`config.mk`:
```
export PLATFORM = sky130hd
export DESIGN_NAME = cdda_sector_feeder_flat
export DESIGN_NICKNAME = d
export VERILOG_FILES = /design/src/rtl/cdda_pkg.sv /design/src/rtl/cdda_sector_feeder_if.sv /design/src/rtl/cdda_sector_feeder.sv /design/src/flat_wrapper.sv
export SDC_FILE = /design/constraint.sdc
export NUM_CORES = 1
export LEC_CHECK = 0
export ABC_AREA = 1
export BUFFER_PORTS_ARGS = -buffer_cell sky130_fd_sc_hd__buf_4
export CORE_ASPECT_RATIO = 0.6
export CORE_MARGIN = 1
export CORE_UTILIZATION = 55
export CTS_CLUSTER_DIAMETER = 200
export DETAILED_ROUTE_END_ITERATION = 8
export GPL_ROUTABILITY_DRIVEN = 0
export GPL_TIMING_DRIVEN = 0
export PLACE_DENSITY = 0.86
export SLEW_MARGIN = 40
export SYNTH_ARGS = -nofsm -noshare
export SYNTH_HDL_FRONTEND = slang
export SYNTH_SLANG_ARGS = --single-unit
```
`constraint.sdc`:
```
create_clock -name clk_sys -period 2.4 [get_ports clk_sys]
set_clock_uncertainty 0.2 [all_clocks]
set_input_delay 0 -clock clk_sys [delete_from_list [all_inputs] [get_ports clk_sys]]
set_output_delay 0 -clock clk_sys [all_outputs]
set_load 0.005 [all_outputs]
```
`src/rtl/cdda_pkg.sv`:
```
// cdda_pkg: constants and types shared by the CDDA sample path.
// Sector geometry, FIFO request threshold shared with the FIFO,
// and the sector feeder state encoding.
package cdda_pkg;

   // One CDDA audio sector: 2352 bytes, i.e. 588 stereo 16-bit sample pairs.
   localparam int CDDA_SECTOR_BYTES = 2352;
   localparam int CDDA_SECTOR_WORDS = CDDA_SECTOR_BYTES / 2;

   // Width of a counter that indexes words within one sector.
   localparam int CDDA_WORD_CNT_W = $clog2(CDDA_SECTOR_WORDS);

   // FIFO geometry. The FIFO raises cdda_req while at least one full sector
   // of space is free, so a sector, once started, always fits.
   localparam int CDDA_FIFO_DEPTH_WORDS   = 4096;
   localparam int CDDA_FIFO_REQ_THRESHOLD = CDDA_FIFO_DEPTH_WORDS - CDDA_SECTOR_WORDS;

   // Sector feeder FSM. Explicit encodings keep the values stable for
   // anything that decodes the state from a debug register.
   typedef enum logic [2:0] {
      FEED_IDLE  = 3'd0,
      FEED_ARM   = 3'd1,
      FEED_READ  = 3'd2,
      FEED_WRITE = 3'd3,
      FEED_NEXT  = 3'd4
   } feed_state_e;

endpackage

```
`src/rtl/cdda_sector_feeder_if.sv`:
```
// cdda_sector_feeder_if: memory read port and FIFO write port of the
// CDDA sector feeder. The master side is the feeder; the slave side is
// the memory arbiter plus the CDDA FIFO.
interface cdda_sector_feeder_if #(
   parameter int ADDR_W = 24
) ();

   // FIFO write side
   logic              clk_en;     // FIFO write-side clock enable
   logic              cdda_req;   // FIFO has room for a full sector
   logic              cdda_wr;    // write strobe, held until a clk_en cycle
   logic [15:0]       cdda_data;  // raw memory word, FIFO does the byte swap

   // Memory read side
   logic              mem_req;    // held until mem_ack
   logic [ADDR_W-1:0] mem_addr;   // word address
   logic              mem_ack;    // one-cycle pulse, data valid in same cycle
   logic [15:0]       mem_rdata;

   modport master (
      input  clk_en, cdda_req, mem_ack, mem_rdata,
      output cdda_wr, cdda_data, mem_req, mem_addr
   );

   modport slave (
      output clk_en, cdda_req, mem_ack, mem_rdata,
      input  cdda_wr, cdda_data, mem_req, mem_addr
   );

endinterface

```
`src/rtl/cdda_sector_feeder.sv`:
```
// cdda_sector_feeder: streams whole 1176-word CDDA sectors from memory
// into the CDDA FIFO, one sector per FIFO room request.
// Optional build macro CDDA_FEEDER_LOOP_EN: when the programmed sector
// count runs out while play is still high, reload the captured start
// address and count and repeat seamlessly instead of stopping.
module cdda_sector_feeder
   import cdda_pkg::*;
#(
   parameter int ADDR_W = 24,
   parameter int CNT_W  = 18
) (
   input  logic              clk_sys,
   input  logic              reset,
   input  logic              play,
   input  logic              pause,
   input  logic [ADDR_W-1:0] start_addr,
   input  logic [CNT_W-1:0]  sector_count,
   cdda_sector_feeder_if.master bus,
   output logic              busy,
   output logic              done,
   output logic [CNT_W-1:0]  sectors_left
);

   localparam logic [CDDA_WORD_CNT_W-1:0] WORD_LAST =
      CDDA_WORD_CNT_W'(CDDA_SECTOR_WORDS - 1);

   feed_state_e                state;
   logic                       play_q;
   logic                       play_rise;
   logic [ADDR_W-1:0]          addr;
   logic [CDDA_WORD_CNT_W-1:0] word_cnt;

`ifdef CDDA_FEEDER_LOOP_EN
   // Start parameters captured on the play edge, reused on every repeat.
   logic [ADDR_W-1:0]          loop_addr;
   logic [CNT_W-1:0]           loop_count;
`endif

   assign play_rise = play & ~play_q;

   // Play edge detector. It keeps tracking play through reset so that a
   // play level held across reset is not mistaken for a fresh start.
   always_ff @(posedge clk_sys) begin
      play_q <= play;
   end

`ifdef CDDA_FEEDER_LOOP_EN
   // Capture the start parameters used for seamless repeat.
   always_ff @(posedge clk_sys) begin
      if (reset) begin
         loop_addr  <= '0;
         loop_count <= '0;
      end else if (state == FEED_IDLE && play_rise) begin
         loop_addr  <= start_addr;
         loop_count <= sector_count;
      end
   end
`endif

   // Sector engine: arm on a FIFO request, then move every word of the
   // sector (read, then write) without looking at play, pause or cdda_req.
   always_ff @(posedge clk_sys) begin
      // NOTE: all state here uses non-blocking assignments so every register
      // sees the pre-edge value of every other one, whatever the statement order.
      if (reset) begin
         state         <= FEED_IDLE;
         addr          <= '0;
         word_cnt      <= '0;
         busy          <= 1'b0;
         done          <= 1'b0;
         sectors_left  <= '0;
         bus.cdda_wr   <= 1'b0;
         bus.cdda_data <= '0;
         bus.mem_req   <= 1'b0;
         bus.mem_addr  <= '0;
      end else begin
         done <= 1'b0;

         case (state)
            FEED_IDLE: begin
               // A play edge while busy cannot reach here: the edge is
               // only looked at in IDLE.
               if (play_rise) begin
                  addr         <= start_addr;
                  sectors_left <= sector_count;
                  busy         <= 1'b1;
                  state        <= FEED_ARM;
               end
            end

            FEED_ARM: begin
               if (sectors_left == '0) begin
                  done <= 1'b1;
`ifdef CDDA_FEEDER_LOOP_EN
                  if (play) begin
                     addr         <= loop_addr;
                     sectors_left <= loop_count;
                  end else begin
                     busy  <= 1'b0;
                     state <= FEED_IDLE;
                  end
`else
                  busy  <= 1'b0;
                  state <= FEED_IDLE;
`endif
               end else if (!play) begin
                  busy  <= 1'b0;
                  state <= FEED_IDLE;
               end else if (!pause && bus.cdda_req) begin
                  sectors_left <= sectors_left - 1'b1;
                  word_cnt     <= '0;
                  bus.mem_req  <= 1'b1;
                  bus.mem_addr <= addr;
                  state        <= FEED_READ;
               end
            end

            FEED_READ: begin
               if (bus.mem_ack) begin
                  bus.mem_req   <= 1'b0;
                  bus.cdda_data <= bus.mem_rdata;
                  bus.cdda_wr   <= 1'b1;
                  state         <= FEED_WRITE;
               end
            end

            FEED_WRITE: begin
               // cdda_data stays put until the FIFO takes the word.
               if (bus.clk_en) begin
                  bus.cdda_wr <= 1'b0;
                  addr        <= addr + 1'b1;
                  word_cnt    <= word_cnt + 1'b1;
                  if (word_cnt == WORD_LAST) begin
                     state <= FEED_NEXT;
                  end else begin
                     bus.mem_req  <= 1'b1;
                     bus.mem_addr <= addr + 1'b1;
                     state        <= FEED_READ;
                  end
               end
            end

            FEED_NEXT: begin
               state <= FEED_ARM;
            end

            default: begin
               state <= FEED_IDLE;
            end
         endcase
      end
   end

endmodule

```
`src/flat_wrapper.sv`:
```
// flat-port wrapper written by rule: the top's interface ports become plain ports
module cdda_sector_feeder_flat import cdda_pkg::*;
#(
   parameter int ADDR_W = 24,
   parameter int CNT_W  = 18
)
  (clk_sys, reset, play, pause, start_addr, sector_count, busy, done, sectors_left, bus_clk_en, bus_cdda_req, bus_mem_ack, bus_mem_rdata, bus_cdda_wr, bus_cdda_data, bus_mem_req, bus_mem_addr);
  cdda_sector_feeder_if #(.ADDR_W(ADDR_W)) bus_i ();
  input  logic clk_sys;
  input  logic reset;
  input  logic play;
  input  logic pause;
  input  logic [ADDR_W-1:0] start_addr;
  input  logic [CNT_W-1:0] sector_count;
  output logic busy;
  output logic done;
  output logic [CNT_W-1:0] sectors_left;
  input wire logic [$bits(bus_i.clk_en)-1:0] bus_clk_en;
  input wire logic [$bits(bus_i.cdda_req)-1:0] bus_cdda_req;
  input wire logic [$bits(bus_i.mem_ack)-1:0] bus_mem_ack;
  input wire logic [$bits(bus_i.mem_rdata)-1:0] bus_mem_rdata;
  output wire logic [$bits(bus_i.cdda_wr)-1:0] bus_cdda_wr;
  output wire logic [$bits(bus_i.cdda_data)-1:0] bus_cdda_data;
  output wire logic [$bits(bus_i.mem_req)-1:0] bus_mem_req;
  output wire logic [$bits(bus_i.mem_addr)-1:0] bus_mem_addr;
  assign bus_i.clk_en = bus_clk_en;
  assign bus_i.cdda_req = bus_cdda_req;
  assign bus_i.mem_ack = bus_mem_ack;
  assign bus_i.mem_rdata = bus_mem_rdata;
  assign bus_cdda_wr = bus_i.cdda_wr;
  assign bus_cdda_data = bus_i.cdda_data;
  assign bus_mem_req = bus_i.mem_req;
  assign bus_mem_addr = bus_i.mem_addr;
  cdda_sector_feeder #(.ADDR_W(ADDR_W), .CNT_W(CNT_W)) u_core (.clk_sys(clk_sys), .reset(reset), .play(play), .pause(pause), .start_addr(start_addr), .sector_count(sector_count), .bus(bus_i), .busy(busy), .done(done), .sectors_left(sectors_left));
endmodule
```
Yosys cells after proc, flatten, opt, wreduce, memory -nomap -nowiden
Index checks and enable logic that the tools add are counted.
{"block": "totals", "regBits": 101, "in_bits": 65, "out_inout_bits": 62, "word_cells": 92}
{"block": "op_classes", "add_sub_neg": 3, "n_eq_ne": 14, "mux": 42, "bitwise_logic": 3, "n_reduce_logical": 19}
{"operator": "$mux W24", "n": 7}
{"operator": "$pmux W24 S2", "n": 2}
{"operator": "$mux W18", "n": 4}
{"operator": "$mux W11", "n": 4}
{"operator": "$pmux W18 S2", "n": 1}
{"operator": "$add A24 B1 Y24 const B", "n": 1}
{"operator": "$pmux W11 S2", "n": 1}
{"operator": "$mux W3", "n": 7}
{"operator": "$logic_not A18 Y1", "n": 1}
{"operator": "$sub A18 B1 Y18 const B", "n": 1}
{"operator": "$pmux W3 S5", "n": 1}
{"operator": "$mux W1", "n": 12}
{"operator": "$add A11 B1 Y11 const B", "n": 1}
{"operator": "$eq A11 B11 Y1 const B", "n": 1}
{"operator": "$ne A2 B2 Y1 const B", "n": 5}
{"operator": "$reduce_and A5 Y1", "n": 2}
{"operator": "$reduce_and A3 Y1", "n": 3}
{"operator": "$reduce_bool A2 Y1", "n": 4}
{"operator": "$reduce_and A7 Y1", "n": 1}
{"operator": "$eq A3 B2 Y1 const B", "n": 2}
{"operator": "$reduce_and A6 Y1", "n": 1}
{"operator": "$ne A2 B1 Y1 const B", "n": 2}
{"operator": "$ne A4 B2 Y1 const B", "n": 1}
{"operator": "$pmux W1 S2", "n": 2}
{"operator": "other kinds (13)", "n": 14}

Logic depth before layout (Yosys ltp)
{"block": "logic_depth", "word_depth": 6, "mapped_depth": 12, "ltp_nobuf": 11}

Worst setup path before layout
OpenSTA, ideal clock, no wires.
{"block": "synth_timing", "path_type": "register to register", "startpoint": "register u_core.word_cnt[0]", "endpoint": "register u_core.bus.mem_addr[17]", "setup_time_ps": 111, "t_arrival_ps": 1434, "required_ps": 2089, "path_slack_ps": 655, "stages_incl_launch_ff": 10, "path_buffers": 1, "synth_period_minus_slack_ps": 1745, "path_cell_list": "dfxtp_1 -> ha_1 -> nand2_1 -> nor2_1 -> nand4_1 -> nand4_2 -> buf_2 -> nand2_1 -> nand2_1 -> nor2_1"}
{"block": "synth_between", "elab_chain_cells": 3}
{"item": "start, declared", "line_no": "cdda_sector_feeder.sv:31", "rtl": "logic [CDDA_WORD_CNT_W-1:0] word_cnt;"}
{"item": "start signal, assigned", "line_no": "cdda_sector_feeder.sv:132", "rtl": "word_cnt <= word_cnt + 1'b1;"}
{"item": "$eq A11 B11 Y1", "line_no": "cdda_sector_feeder.sv:133", "rtl": "if (word_cnt == WORD_LAST) begin"}
{"item": "$ne A2 B2 Y1 (no line)"}
{"item": "$reduce_and A6 Y1 (no line)"}
{"item": "end signal, assigned", "line_no": "cdda_sector_feeder.sv:113", "rtl": "bus.mem_addr <= addr;"}
{"item": "end signal, assigned", "line_no": "cdda_sector_feeder.sv:137", "rtl": "bus.mem_addr <= addr + 1'b1;"}
{"item": "end, declared", "line_no": "cdda_sector_feeder_if.sv:22", "rtl": "output cdda_wr, cdda_data, mem_req, mem_addr"}
No other way between the ends.
A chain may end at the register's enable or synchronous reset.

Final worst setup path
{"block": "layout_timing", "startpoint": "register u_core.state[2]", "endpoint": "register u_core.addr[1]"}
{"block": "layout_between", "elab_chain_cells": 3, "word_cells_on_any_way": 7, "classes_between": "eq/ne: 3; mux: 1; reduce/logical: 3"}
{"item": "start, declared", "line_no": "cdda_sector_feeder.sv:27", "rtl": "feed_state_e state;"}
{"item": "start signal, assigned", "line_no": "cdda_sector_feeder.sv:66", "rtl": "state <= FEED_IDLE;"}
{"item": "start signal, assigned", "line_no": "cdda_sector_feeder.sv:87", "rtl": "state <= FEED_ARM;"}
{"item": "start signal, assigned", "line_no": "cdda_sector_feeder.sv:104", "rtl": "state <= FEED_IDLE;"}
{"item": "$eq A3 B2 Y1 or $logic_not A3 Y1 (tied branches)", "line_no": "cdda_sector_feeder.sv:79", "rtl": "case (state)"}
{"item": "$ne A2 B2 Y1 (no line) (tied with other cells)"}
{"item": "$reduce_and A3 Y1 (no line)"}
{"item": "end signal, assigned", "line_no": "cdda_sector_feeder.sv:84", "rtl": "addr <= start_addr;"}
{"item": "end signal, assigned", "line_no": "cdda_sector_feeder.sv:131", "rtl": "addr <= addr + 1'b1;"}
{"item": "end, declared", "line_no": "cdda_sector_feeder.sv:30", "rtl": "logic [ADDR_W-1:0] addr;"}
Parallel ways exist; a longest one is shown, timed or not.

==> out/qor.csv <==
stage;metric;value;unit
layout;drive_above_1_share;0.1673;
setup_path;worstSetupStartpoint;u_core.state[2];
clock_tree;clock-root-buffer;clkbuf_16;
die;dieArea;10950;sq um
layout;mostFrequentLayoutCells;262 x nand2_1, 143 x nor2_1, 128 x buf_4;
setup_path;worst-endpoint-required;2500;ps
drt;antenna_left;0;
run;cap_viol_max_count;0;
drt;wirelength;20340;um
pwr;powerDensity;977.0;nW/um^2
setup_path;end_kind;flip-flop;
yosys;ys_seq_area_frac;0.3493;
die;num_io_pins;127;
timing;fmax;428.2;MHz
clock_tree;cts_setup_buffers;0;
layout;final_common_cell;nand2_1;
clock_tree;cts_max_level;3;
layout;area_delta_synth_final;35.77;%
global_route;grt_usage;0.3733;
global_route;antenna_found_initial;0;
global_route;gr-total-overflow;0;
yosys;synth_edf_count;0;
timing;fin_crit_sh;0.9731;
setup_path;crit_fanout;10;
yosys;netlist_area;5789;sq um
timing;max_slew_margin;0.5140;
min_path;hold_class;primary input to flip-flop;
pwr;p_leak;3.592;nW
die;rows;28;
timing;rsz0062_at_grt;true;
timing;hold_violations;0;
yosys;synth-async-reset-ratio;0;
setup_path;reg2reg_from;u_core.state[2];
drt;dr.pass1.iters;7;
die;die_w;134.5;um
drt;vias;7145;
drt;drt-initial-drc-count;996;
drt;wl_per_cell;15.93;um
yosys;synthCells;936;
min_path;hp-start;bus_cdda_req;
global_route;grt_pass1_wl;31400;um
drt;avgViaCountPerCell;5.595;
yosys;yosys_warnings;0;
global_route;grt_max_degree;18;
die;core;10050;sq um
timing;tightest_slew;729.0;ps
setup_path;setup.worst_path.start_class;flip-flop;
global_route;first_global_vias;6392;
place;place_hpwl;13740;um
clock_tree;clkTransAtPathRegs;70;ps
yosys;ys_seq_elements;101;
timing;whs;52.13;ps
setup_path;crit_arrival;2430;ps
timing;slew_violations;0;
place;pre_cts_ws;236.6;ps
yosys;synth.distinct_cells;40;
yosys;synth_nets;1005;
pwr;ir_drop;0.5834;mV
die;start_util;0.5758;
clock_tree;clock-sinks;101;
place;port_buffers;126;
clock_tree;numCtsBuffers;9;
drt;drc;0;
layout;n_antenna_cell;0;
timing;setup_slack;64.48;ps
yosys;avgSynthCellArea;6.185;sq um
yosys;yosys_most_used_dff;dfxtp_1;
layout;fillers;733;
clock_tree;clock_latency;350;ps
die;dieHeight;81.47;um
outcome;outcome;complete, no violations;
timing;setup_viol;0;
layout;nets;1206;
setup_path;crit_type;flip-flop to flip-flop;
clock_tree;clockBufferDepth;2;
timing;fin_crit;2336;ps
clock_tree;cts_tree;yes;
==> cell usage after synthesis, types with 2 or more instances <==
| cell type | n | area (sq um) |
|---|---|---|
| a21oi_1 | 91 | 455.4 |
| ha_1 | 4 | 50.05 |
| nor2_1 | 145 | 544.3 |
| nor2_2 | 3 | 18.77 |
| o21ai_0 | 64 | 320.3 |
| buf_1 | 3 | 11.26 |
| buf_2 | 9 | 45.04 |
| nand2_1 | 263 | 987.2 |
| a31oi_1 | 3 | 18.77 |
| inv_2 | 5 | 18.77 |
| inv_1 | 85 | 319.1 |
| nor2_4 | 3 | 33.78 |
| nor3_1 | 7 | 35.03 |
| buf_4 | 2 | 15.01 |
| xnor2_1 | 3 | 26.28 |
| o21ai_1 | 15 | 75.07 |
| clkbuf_1 | 22 | 82.58 |
| nand3_2 | 2 | 20.02 |
| buf_6 | 4 | 45.04 |
| nand4_2 | 2 | 25.02 |
| o21bai_1 | 2 | 15.01 |
| nand3b_1 | 5 | 37.54 |
| xor2_1 | 7 | 61.31 |
| or2_2 | 5 | 31.28 |
| nand3_1 | 54 | 270.3 |
| nand2_2 | 3 | 18.77 |
| nand4_1 | 12 | 75.07 |
| dfxtp_1 | 101 | 2022 |
==> logic make-up (layout without fill, tap and decap cells) <==
| kind of cell | Yosys count | count (layout) | share of synthesized area |
|---|---|---|---|
| buffers and inverters | 132 | 338 | 0.09444 |
| adder cells (fa/ha/maj) | 4 | 4 | 0.008645 |
| flip-flops | 101 | 101 | 0.3493 |
| XOR/XNOR | 10 | 10 | 0.01513 |
| AO/OA/AOI/OAI | 182 | 182 | 0.1636 |
| AND/OR/NAND/NOR | 507 | 507 | 0.3689 |
==> repair_timing <==
action                                  4_1_cts  5_1_grt
resized for setup                             0        8
hold endpoints to repair                     69        0
hold buffers                                 64        0
endpoints found under the setup margin        0        4
==> registers in the layout (all words and copies together), names as in the netlist <==
name                  count
u_core.word_cnt          11
u_core.play_q             1
u_core.bus.cdda_data     16
u_core.busy               1
u_core.bus.mem_req        1
u_core.sectors_left      18
u_core.done               1
u_core.bus.mem_addr      24
u_core.state              3
u_core.bus.cdda_wr        1
u_core.addr              24
==> worst paths after layout <==
check | cells past startpoint | endpoint | slack [ps]
max | 9 | u_core.addr[1] | 60
min | 6 | u_core.state[0] | 50
max reg2reg | 9 | u_core.addr[1] | 60
min reg2reg | 2 | u_core.bus.cdda_data[14] | 250
==> stage by stage <==
| stage | instances | instance area (sq um) | total power (W) | TNS [ps] | util |
|---|---|---|---|---|---|
| finish | 1277 | 7860 | 0.007680 | 0 | 0.7817 |
| global route | 1277 | 7860 | 0.008158 | -6.884 | 0.7817 |
| CTS | 1277 | 7844 | 0.007465 | 0 | 0.7801 |
| floorplan | 936 | 5789 | 0.004652 | 0 | - |
| global placement | 1197 | 6904 | 0.005780 | 0 | 0.6867 |
| detailed placement | 1197 | 6904 | 0.005854 | 0 | 0.6867 |
==> routing by layer <==
metal,routed length (um),part of all wire,GRT usage,up-vias
met4,573,0.028,0.1461,0
met5,0,0,0,-
met1,8592,0.42,0.5114,3120
met2,8158,0.40,0.5399,560
li1,-,-,-,3394
met3,3015,0.15,0.1259,71
==> power breakdown <==
part           leakage, nW  internal, W  switching [W]  total, W
clock                0.148     0.000822       0.000707   0.00153
sequential           0.825      0.00204       0.000420   0.00246
combinational         2.62      0.00140        0.00229   0.00369
==> critical path, stage by stage (launching register included) <==
cell	delay, ps
dfxtp_1	350
inv_2	100
nand2_2	100
nor2_8	200
nand2_1	120
nand2_1	160
clkbuf_4	250
o21ai_0	100
a31oi_1	130
dlygate4sd3_1	550
==> area by class of cell <==
cell class / instances / area, sq um / area share
multi-input combinational: 703 / 3231 / 0.4110
clock inverter: 6 / 70.07 / 0.008914
timing repair buffer: 190 / 1587 / 0.2018
inverter: 92 / 347.8 / 0.04425
tap: 135 / 168.9 / 0.02149
sequential: 101 / 2023 / 0.2574
clock buffer: 10 / 229.0 / 0.02913
buffer: 40 / 203.9 / 0.02595
Note: power is estimated with default switching activity, not from simulation.
